**config.mk**
```make
export PLATFORM = sky130hd
export DESIGN_NAME = inv_linear_iter
export DESIGN_NICKNAME = d
export VERILOG_FILES = /design/src/rtl/kuz_pkg.sv /design/src/rtl/kuz_inv_r_round.sv /design/src/rtl/inv_linear_iter.sv
export SDC_FILE = /design/constraint.sdc
export NUM_CORES = 1
export LEC_CHECK = 0
export CORE_ASPECT_RATIO = 0.9
export CORE_UTILIZATION = 40
export CTS_CLUSTER_DIAMETER = 80
export DETAILED_ROUTE_END_ITERATION = 10
export PLACE_DENSITY = 0.75
export SKIP_LAST_GASP = 1
export SYNTH_ARGS = -nofsm -noshare
export SYNTH_HDL_FRONTEND = slang
export SYNTH_SLANG_ARGS = --single-unit
```
**constraint.sdc**
```tcl
create_clock -name clk -period 2.6 [get_ports clk]
set_clock_uncertainty 0.1 [all_clocks]
set_input_delay 0.26 -clock clk [delete_from_list [all_inputs] [get_ports clk]]
set_output_delay 0.26 -clock clk [all_outputs]
set_load 0.05 [all_outputs]
```
**src/rtl/kuz_pkg.sv**
```systemverilog
// Shared Kuznyechik linear-layer definitions: GF(2^8) arithmetic, the
// l() combining function and the iterative-stage state encoding.
package kuz_pkg;

    // Reduction polynomial x^8+x^7+x^6+x+1 with the x^8 term implicit.
    localparam logic [7:0] GF_POLY = 8'hC3;

    // Coefficient for a15 first, a0 last.
    localparam logic [7:0] L_COEF [0:15] = '{
        8'd148, 8'd32,  8'd133, 8'd16,  8'd194, 8'd192, 8'd1,   8'd251,
        8'd1,   8'd192, 8'd194, 8'd16,  8'd133, 8'd32,  8'd148, 8'd1
    };

    typedef enum logic [1:0] {
        IDLE = 2'd0,
        BUSY = 2'd1,
        DONE = 2'd2
    } state_t;

    // Shift-and-reduce multiply in GF(2^8).
    function automatic logic [7:0] gf_mul(input logic [7:0] a, input logic [7:0] b);
        logic [7:0] acc;
        logic [7:0] x;
        acc = '0;
        x   = a;
        for (int i = 0; i < 8; i++) begin
            if (b[i]) acc = acc ^ x;
            x = x[7] ? ({x[6:0], 1'b0} ^ GF_POLY) : {x[6:0], 1'b0};
        end
        return acc;
    endfunction

    // l(a15..a0); byte a15 sits in bits [127:120].
    function automatic logic [7:0] l_func(input logic [127:0] blk);
        logic [7:0] acc;
        acc = '0;
        for (int k = 0; k < 16; k++) begin
            acc = acc ^ gf_mul(L_COEF[k], blk[8*(15-k) +: 8]);
        end
        return acc;
    endfunction

endpackage

```
**src/rtl/kuz_inv_r_round.sv**
```systemverilog
// One inverse R step: shift the block left by a byte and append l() of the
// block rotated so that the outgoing a15 lands in the coefficient-1 slot.
module kuz_inv_r_round
    import kuz_pkg::*;
(
    input  logic [127:0] block,
    output logic [127:0] result
);

    logic [127:0] rotated;

    assign rotated = {block[119:0], block[127:120]};
    assign result  = {block[119:0], l_func(rotated)};

endmodule

```
**src/rtl/inv_linear_iter.sv**
```systemverilog
// Iterative inverse linear transform L^-1 = (R^-1)^16 with valid/ready on
// both sides. UNROLL R^-1 steps are cascaded per clock, so a block spends
// 16/UNROLL cycles in BUSY and one in DONE.
module inv_linear_iter
    import kuz_pkg::*;
#(
    parameter int UNROLL = 1
) (
    input  logic         clk,
    input  logic         rst,
    input  logic         in_valid,
    output logic         in_ready,
    input  logic [127:0] data_i,
    output logic         out_valid,
    input  logic         out_ready,
    output logic [127:0] data_o
);

    localparam int ITER  = 16 / UNROLL;
    localparam int CNT_W = $clog2(ITER) + 1;
    localparam logic [CNT_W-1:0] LAST = CNT_W'(ITER - 1);

    generate
        if (!(UNROLL == 1 || UNROLL == 2 || UNROLL == 4 || UNROLL == 8 || UNROLL == 16)) begin : g_bad_unroll
            $error("inv_linear_iter: UNROLL must be 1, 2, 4, 8 or 16");
        end
    endgenerate

    state_t           state;
    logic [127:0]     work;
    logic [CNT_W-1:0] cnt;
    logic             rdy_q;
    logic             vld_q;

    // Cascade of UNROLL inverse rounds fed from the working register.
    logic [127:0] stage [0:UNROLL];

    assign stage[0] = work;

    generate
        for (genvar g = 0; g < UNROLL; g++) begin : g_round
            kuz_inv_r_round u_round (
                .block  (stage[g]),
                .result (stage[g+1])
            );
        end
    endgenerate

    // Ready comes from a registered flag in IDLE; in DONE it follows
    // out_ready so the next block can be taken in the output handshake.
    assign in_ready  = rdy_q | (vld_q & out_ready);
    assign out_valid = vld_q;
    assign data_o    = work;

    // Control FSM and working register; reset discards any in-flight block.
    always_ff @(posedge clk or negedge rst) begin
        if (!rst) begin
            state <= IDLE;
            work  <= '0;
            cnt   <= '0;
            rdy_q <= 1'b0;
            vld_q <= 1'b0;
        end else begin
            case (state)
                IDLE: begin
                    rdy_q <= 1'b1;
                    if (in_valid && rdy_q) begin
                        work  <= data_i;
                        cnt   <= '0;
                        rdy_q <= 1'b0;
                        state <= BUSY;
                    end
                end
                BUSY: begin
                    work <= stage[UNROLL];
                    cnt  <= cnt + 1'b1;
                    if (cnt == LAST) begin
                        vld_q <= 1'b1;
                        state <= DONE;
                    end
                end
                DONE: begin
                    if (out_ready) begin
                        vld_q <= 1'b0;
                        if (in_valid) begin
                            work  <= data_i;
                            cnt   <= '0;
                            state <= BUSY;
                        end else begin
                            rdy_q <= 1'b1;
                            state <= IDLE;
                        end
                    end
                end
                default: begin
                    rdy_q <= 1'b0;
                    vld_q <= 1'b0;
                    state <= IDLE;
                end
            endcase
        end
    end

endmodule
```
==> flow_metrics.env, run 1 <==
export IMPL_drt_iter0_drc=631
export IMPL_synthFlopType="dfrtp_1"
export IMPL_num_vias=7741
export IMPL_fp_dieW_um=151
export IMPL_synth_edff_count=0
export IMPL_tightest_slew_ps=700
export IMPL_grt_overflow_total=0
export IMPL_slew_violations=0
export IMPL_final_cells=1462
export IMPL_portBuffers=261
export IMPL_clkTransAtPathRegs_ps=60
export IMPL_hold_path_class="in2async"
export IMPL_clockBufferDepth=2
export IMPL_synth_nets=1060
export IMPL_rsz0062_at_grt="no"
export IMPL_post_drt_wl_per_cell_um=19.9
export IMPL_async_reset_ff_frac=1.00
export IMPL_period_minus_slack_ps=2490
export IMPL_grt_use_total=0.289
export IMPL_via_per_inst=5.29
export IMPL_finalHoldViolations=0
export IMPL_final_nets=1333
export IMPL_core_area_mm2=0.0193
export IMPL_met1_usage=0.417
export IMPL_placed_area_mm2=0.0112
export IMPL_cts_buffers=17
export IMPL_worstPathMaxFanout=4
export IMPL_slew_headroom=0.531
export IMPL_routed_wl_mm=29.1
export IMPL_htree_levels=4
export IMPL_first_pass_iters=5
export IMPL_tns_ps=0
export IMPL_die_area_mm2=0.0205
export IMPL_postCtsSetupBuffers=0
export IMPL_finalSetupViolations=0
export IMPL_clk_latency_ps=420
export IMPL_area_delta_synth_final_pct=47.8
export IMPL_io_pins=262
export IMPL_cts_root_buffer="clkbuf_16"
export IMPL_drive_gt1_frac=0.0833
export IMPL_r2r_slack_ps=110
export IMPL_detail_route_antenna_nets=0
export IMPL_top_usage_layer="met2"
export IMPL_crit_arrival_ps=2680
export IMPL_yosysWarnings=0
export IMPL_antenna_found_initial=0
export IMPL_start_kind="flip-flop"
export IMPL_grt_met3_usage=0.0520
export IMPL_grt_first_pass_wirelength_mm=43.5
export IMPL_seq_area_frac_synth=0.430
export IMPL_outcome="complete, no violations"
export IMPL_period_share=0.956
export IMPL_synthCells=926
export IMPL_syn_avg_cell_area_um2=8.61
export IMPL_ys_ff_latch=137
export IMPL_critPathCaptureType="flip-flop"
export IMPL_grt_use_met2=0.451
export IMPL_dp_hpwl_mm=22.6
export IMPL_drc=0
export IMPL_rows=48
export IMPL_finalInstanceArea_mm2=0.0118
export IMPL_fmaxAchievable_ghz=0.402
export IMPL_critical_path_required_ps=2790
export IMPL_path_class="reg2reg"
export IMPL_start_util=0.412
export IMPL_routabilityCongestion=0.919
export IMPL_grt_pass1_vias=7346
export IMPL_drv_cap=0
export IMPL_yosys_cell_types_count=32
export IMPL_die_h_um=136
export IMPL_place_inst=1429
export IMPL_cts_tree="yes"
export IMPL_cts_sinks=137
export IMPL_n_antenna_cell=0
export IMPL_syn_area_mm2=0.00797
export IMPL_grt_max_degree=69
-- worst paths after layout --
| check | start | endpoint | cells past startpoint |
|---|---|---|---|
| max | data_o[31] | data_o[1] | 7 |
| min | rst | data_o[13] | 2 |
| max reg2reg | data_o[31] | data_o[1] | 7 |
| min reg2reg | cnt[2] | cnt[2] | 1 |
| max in group asynchronous | rst | data_o[103] | 3 |
| min in group clk | data_i[115] | data_o[115] | 3 |
-- layer usage --
metal	up-vias	share of wire
met4	0	0.0089
met1	3737	0.44
met3	21	0.089
met5	-	0
li1	3611	-
met2	372	0.47
-- state kept, by name (all words and copies together), names as in the netlist --
signal	count
cnt	5
data_o	128
out_valid	1
rdy_q	1
state	2
-- final cells by class --
cell class / count / area [µm²]
clock buffer: 23 / 468
clock inverter: 9 / 51.3
fill: 1647 / 7560
inverter: 2 / 7.51
multi-input combinational: 725 / 4350
sequential: 137 / 3440
tap: 250 / 313
timing repair buffer: 316 / 3150
-- critical path, cell delays in order, from the launching register on --
cell and delay [ps]:
dfrtp_2 420, xnor3_2 410, xor3_2 310, xnor3_4 500
xnor2_2 190, xnor2_1 150, xor2_1 180, o21ai_0 90
-- cell usage in the layout (no fill, tap or decap), drive strengths merged --
master / count
clkdlybuf4s50: 260
nand2: 247
xnor2: 150
dfrtp: 137
nor2: 123
a31oi: 120
buf: 55
clkbuf: 23
xor2: 21
o21ai: 15
xnor3: 14
a21oi: 9
clkinv: 8
and3: 7
inv: 2
a22oi: 2
nor3: 2
ha: 2
nand2b: 2
a21o: 1
nand4b: 1
nor2b: 1
o21a: 1
xor3: 1
a221o: 1
mux2: 1
nand3: 1
a22o: 1
o22ai: 1
a221oi: 1
clkinvlp: 1
dlygate4sd3: 1
-- synthesized netlist by cell type (all sizes together), types with 2 or more instances --
cell,count,area share
a21oi,9,0.0057
a22oi,2,0.0019
a31oi,120,0.094
and3,7,0.0055
clkbuf,61,0.029
dfrtp,137,0.43
ha,2,0.0031
inv,2,0.00094
nand2,247,0.12
nand2b,2,0.0016
nor2,123,0.058
nor3,2,0.0013
o21ai,15,0.0094
xnor2,150,0.17
xnor3,14,0.041
xor2,21,0.023
-- logic make-up (layout without fill, tap and decap cells) --
logic type      Yosys count  in the layout  share of synthesized area
simple gates            384            384                      0.185
mux                       1              1                    0.00141
buf+inv                  64            350                     0.0301
xor+xnor                186            186                      0.233
compound gates          152            152                      0.117
flops                   137            137                      0.430
fa+ha+maj                 2              2                    0.00314
-- what timing repair did --
action / in CTS / in global routing
gates resized for setup: 0 / 1
endpoints found under the hold margin: 41 / 0
hold buffers: 1 / 0
endpoints found under the setup margin: 0 / 2
-- stage by stage --
| step | utilization | worst slack (ps) | hold slack [ps] |
|---|---|---|---|
| 6_report | 0.609 | 113 | 223 |
| 3_3_place_gp | 0.581 | 144 | 113 |
| 5_1_grt | 0.609 | 1.39 | 261 |
| 3_5_place_dp | 0.581 | 126 | 113 |
| 4_1_cts | 0.609 | 118 | 236 |
| 2_1_floorplan | - | 22.8 | -136 |
Power of run 1 is left out: the tool's default activity adds up to more than one toggle a clock period on the data nets, which glitch-free logic cannot reach.
==> run 2: changes to the inputs <==
--- a/config.mk
+++ b/config.mk
@@ -9,7 +9,9 @@
 export CORE_UTILIZATION = 40
 export CTS_CLUSTER_DIAMETER = 80
 export DETAILED_ROUTE_END_ITERATION = 10
+export GPL_ROUTABILITY_DRIVEN = 0
 export PLACE_DENSITY = 0.75
+export SKIP_CTS_REPAIR_TIMING = 1
 export SKIP_LAST_GASP = 1
 export SYNTH_ARGS = -nofsm -noshare
 export SYNTH_HDL_FRONTEND = slang
==> run 2 against run 1 <==
Die area unchanged. Flip-flop and latch count unchanged. Largest cell class unchanged. Wire length decreased by 0.11%.
==> flow_metrics.env, run 2 (synthesized netlist as in run 1, its figures left out) <==
export IMPL_outcome="complete, no violations"
export IMPL_die_area_mm2=0.0205
export IMPL_cts_sinks=137
export IMPL_period_minus_slack_ps=2500
export IMPL_routed_wl_mm=29.1
export IMPL_clockBufferDepth=2
export IMPL_cpLargestDelayFamily="XOR/XNOR gates"
export IMPL_num_fill_cells=1652
export IMPL_rsz0062_at_grt="no"
export IMPL_reg2reg_depth=7
export IMPL_fp_dieW_um=151
export IMPL_tightest_slew_ps=806
export IMPL_drive_gt1_frac=0.0829
export IMPL_die_h_um=136
export IMPL_crit_arrival_ps=2710
export IMPL_hold_depth=3
export IMPL_critical_path_required_ps=2810
export IMPL_critPathCaptureType="flip-flop"
export IMPL_crit_chain="xnor3_2 -> xor3_2 -> xnor3_4 -> xnor2_1 -> xnor2_1 -> xor2_1 -> o21ai_0"
export IMPL_start_kind="flip-flop"
export IMPL_area_delta_synth_final_pct=47.9
export IMPL_via_per_inst=5.35
export IMPL_drv_cap=0
export IMPL_dp_hpwl_mm=22.1
export IMPL_slew_violations=0
export IMPL_tns_ps=0
export IMPL_detail_route_antenna_nets=0
export IMPL_path_class="reg2reg"
export IMPL_antenna_found_initial=0
export IMPL_post_drt_wl_per_cell_um=20.0
export IMPL_grt_pass1_vias=7242
export IMPL_final_cell_mix="clkdlybuf4s50_1 (260), nand2_1 (247), xnor2_1 (144)"
export IMPL_grt_use_total=0.285
export IMPL_slowest_stage="xnor3_4"
export IMPL_final_nets=1327
export IMPL_portBuffers=261
export IMPL_cts_root_buffer="clkbuf_16"
export IMPL_drc=0
export IMPL_finalHoldViolations=0
export IMPL_first_pass_iters=5
export IMPL_rows=48
export IMPL_cts_tree="yes"
export IMPL_slew_headroom=0.463
export IMPL_clk_latency_ps=440
export IMPL_grt_first_pass_wirelength_mm=42.7
export IMPL_r2r_slack_ps=100
export IMPL_grt_overflow_total=0
export IMPL_final_common_cell="clkdlybuf4s50_1"
export IMPL_fmaxAchievable_ghz=0.400
export IMPL_io_pins=262
export IMPL_cp_slowest_stage_delay_ps=480
export IMPL_seq_area_mm2=0.00344
export IMPL_clkTransAtPathRegs_ps=60
export IMPL_n_antenna_cell=0
export IMPL_finalSetupViolations=0
export IMPL_multi_input_area_mm2=0.00436
export IMPL_core_area_mm2=0.0193
export IMPL_period_share=0.962
export IMPL_hold_path_class="in2reg"
export IMPL_start_util=0.412
export IMPL_largest_register_ff_count=128
export IMPL_worst_path_stages=7
export IMPL_grt_max_degree=86
export IMPL_worstPathMaxFanout=4
export IMPL_cp_common_cell="xnor2_1"
export IMPL_drt_iter0_drc=602
export IMPL_cp_num_buf_inv=0
export IMPL_num_vias=7785
export IMPL_htree_levels=4
export IMPL_cts_buffers=17
-- run 2: path summary, 6_finish.rpt --
path,startpoint,to
max in group asynchronous,rst,data_o[82]
hold / removal,data_i[118],data_o[118]
min in group asynchronous,rst,data_o[13]
hold reg to reg,cnt[2],cnt[2]
setup reg to reg,data_o[31],data_o[1]
setup / recovery,data_o[31],data_o[1]
-- run 2: final cells by class --
cell class / instances / share of cell area
Tap cell: 250 / 0.0265
Multi-Input combinational cell: 725 / 0.370
Clock buffer: 21 / 0.0399
Sequential cell: 137 / 0.292
Clock inverter: 11 / 0.00828
Timing Repair Buffer: 310 / 0.263
Inverter: 2 / 0.000637
-- run 2: worst reg2reg max path, cell delays in order (launching register included) --
cell	delay [ps]
dfrtp_2	420
xnor3_2	430
xor3_2	300
xnor3_4	480
xnor2_1	230
xnor2_1	170
xor2_1	160
o21ai_0	80
-- run 2: layer usage --
metal / track usage / vias to the layer above / part of all wire
li1: - / 3601 / -
met1: 0.395 / 3744 / 0.41
met2: 0.441 / 403 / 0.46
met3: 0.0735 / 37 / 0.11
met4: 0.0789 / 0 / 0.019
met5: 0 / - / 0
-- run 2: per-stage QoR --
stage,instances,hold slack (ps),utilization,setup WS (ps),area [µm²]
floorplan,926,-136,-,22.8,7990
global placement,1423,287,0.578,161,11200
detailed placement,1423,284,0.578,113,11200
CTS,1455,-167,0.608,78.1,11800
global route,1456,300,0.609,17.5,11800
finish,1456,285,0.609,99.2,11800
Power of run 2 is left out for the same reason.
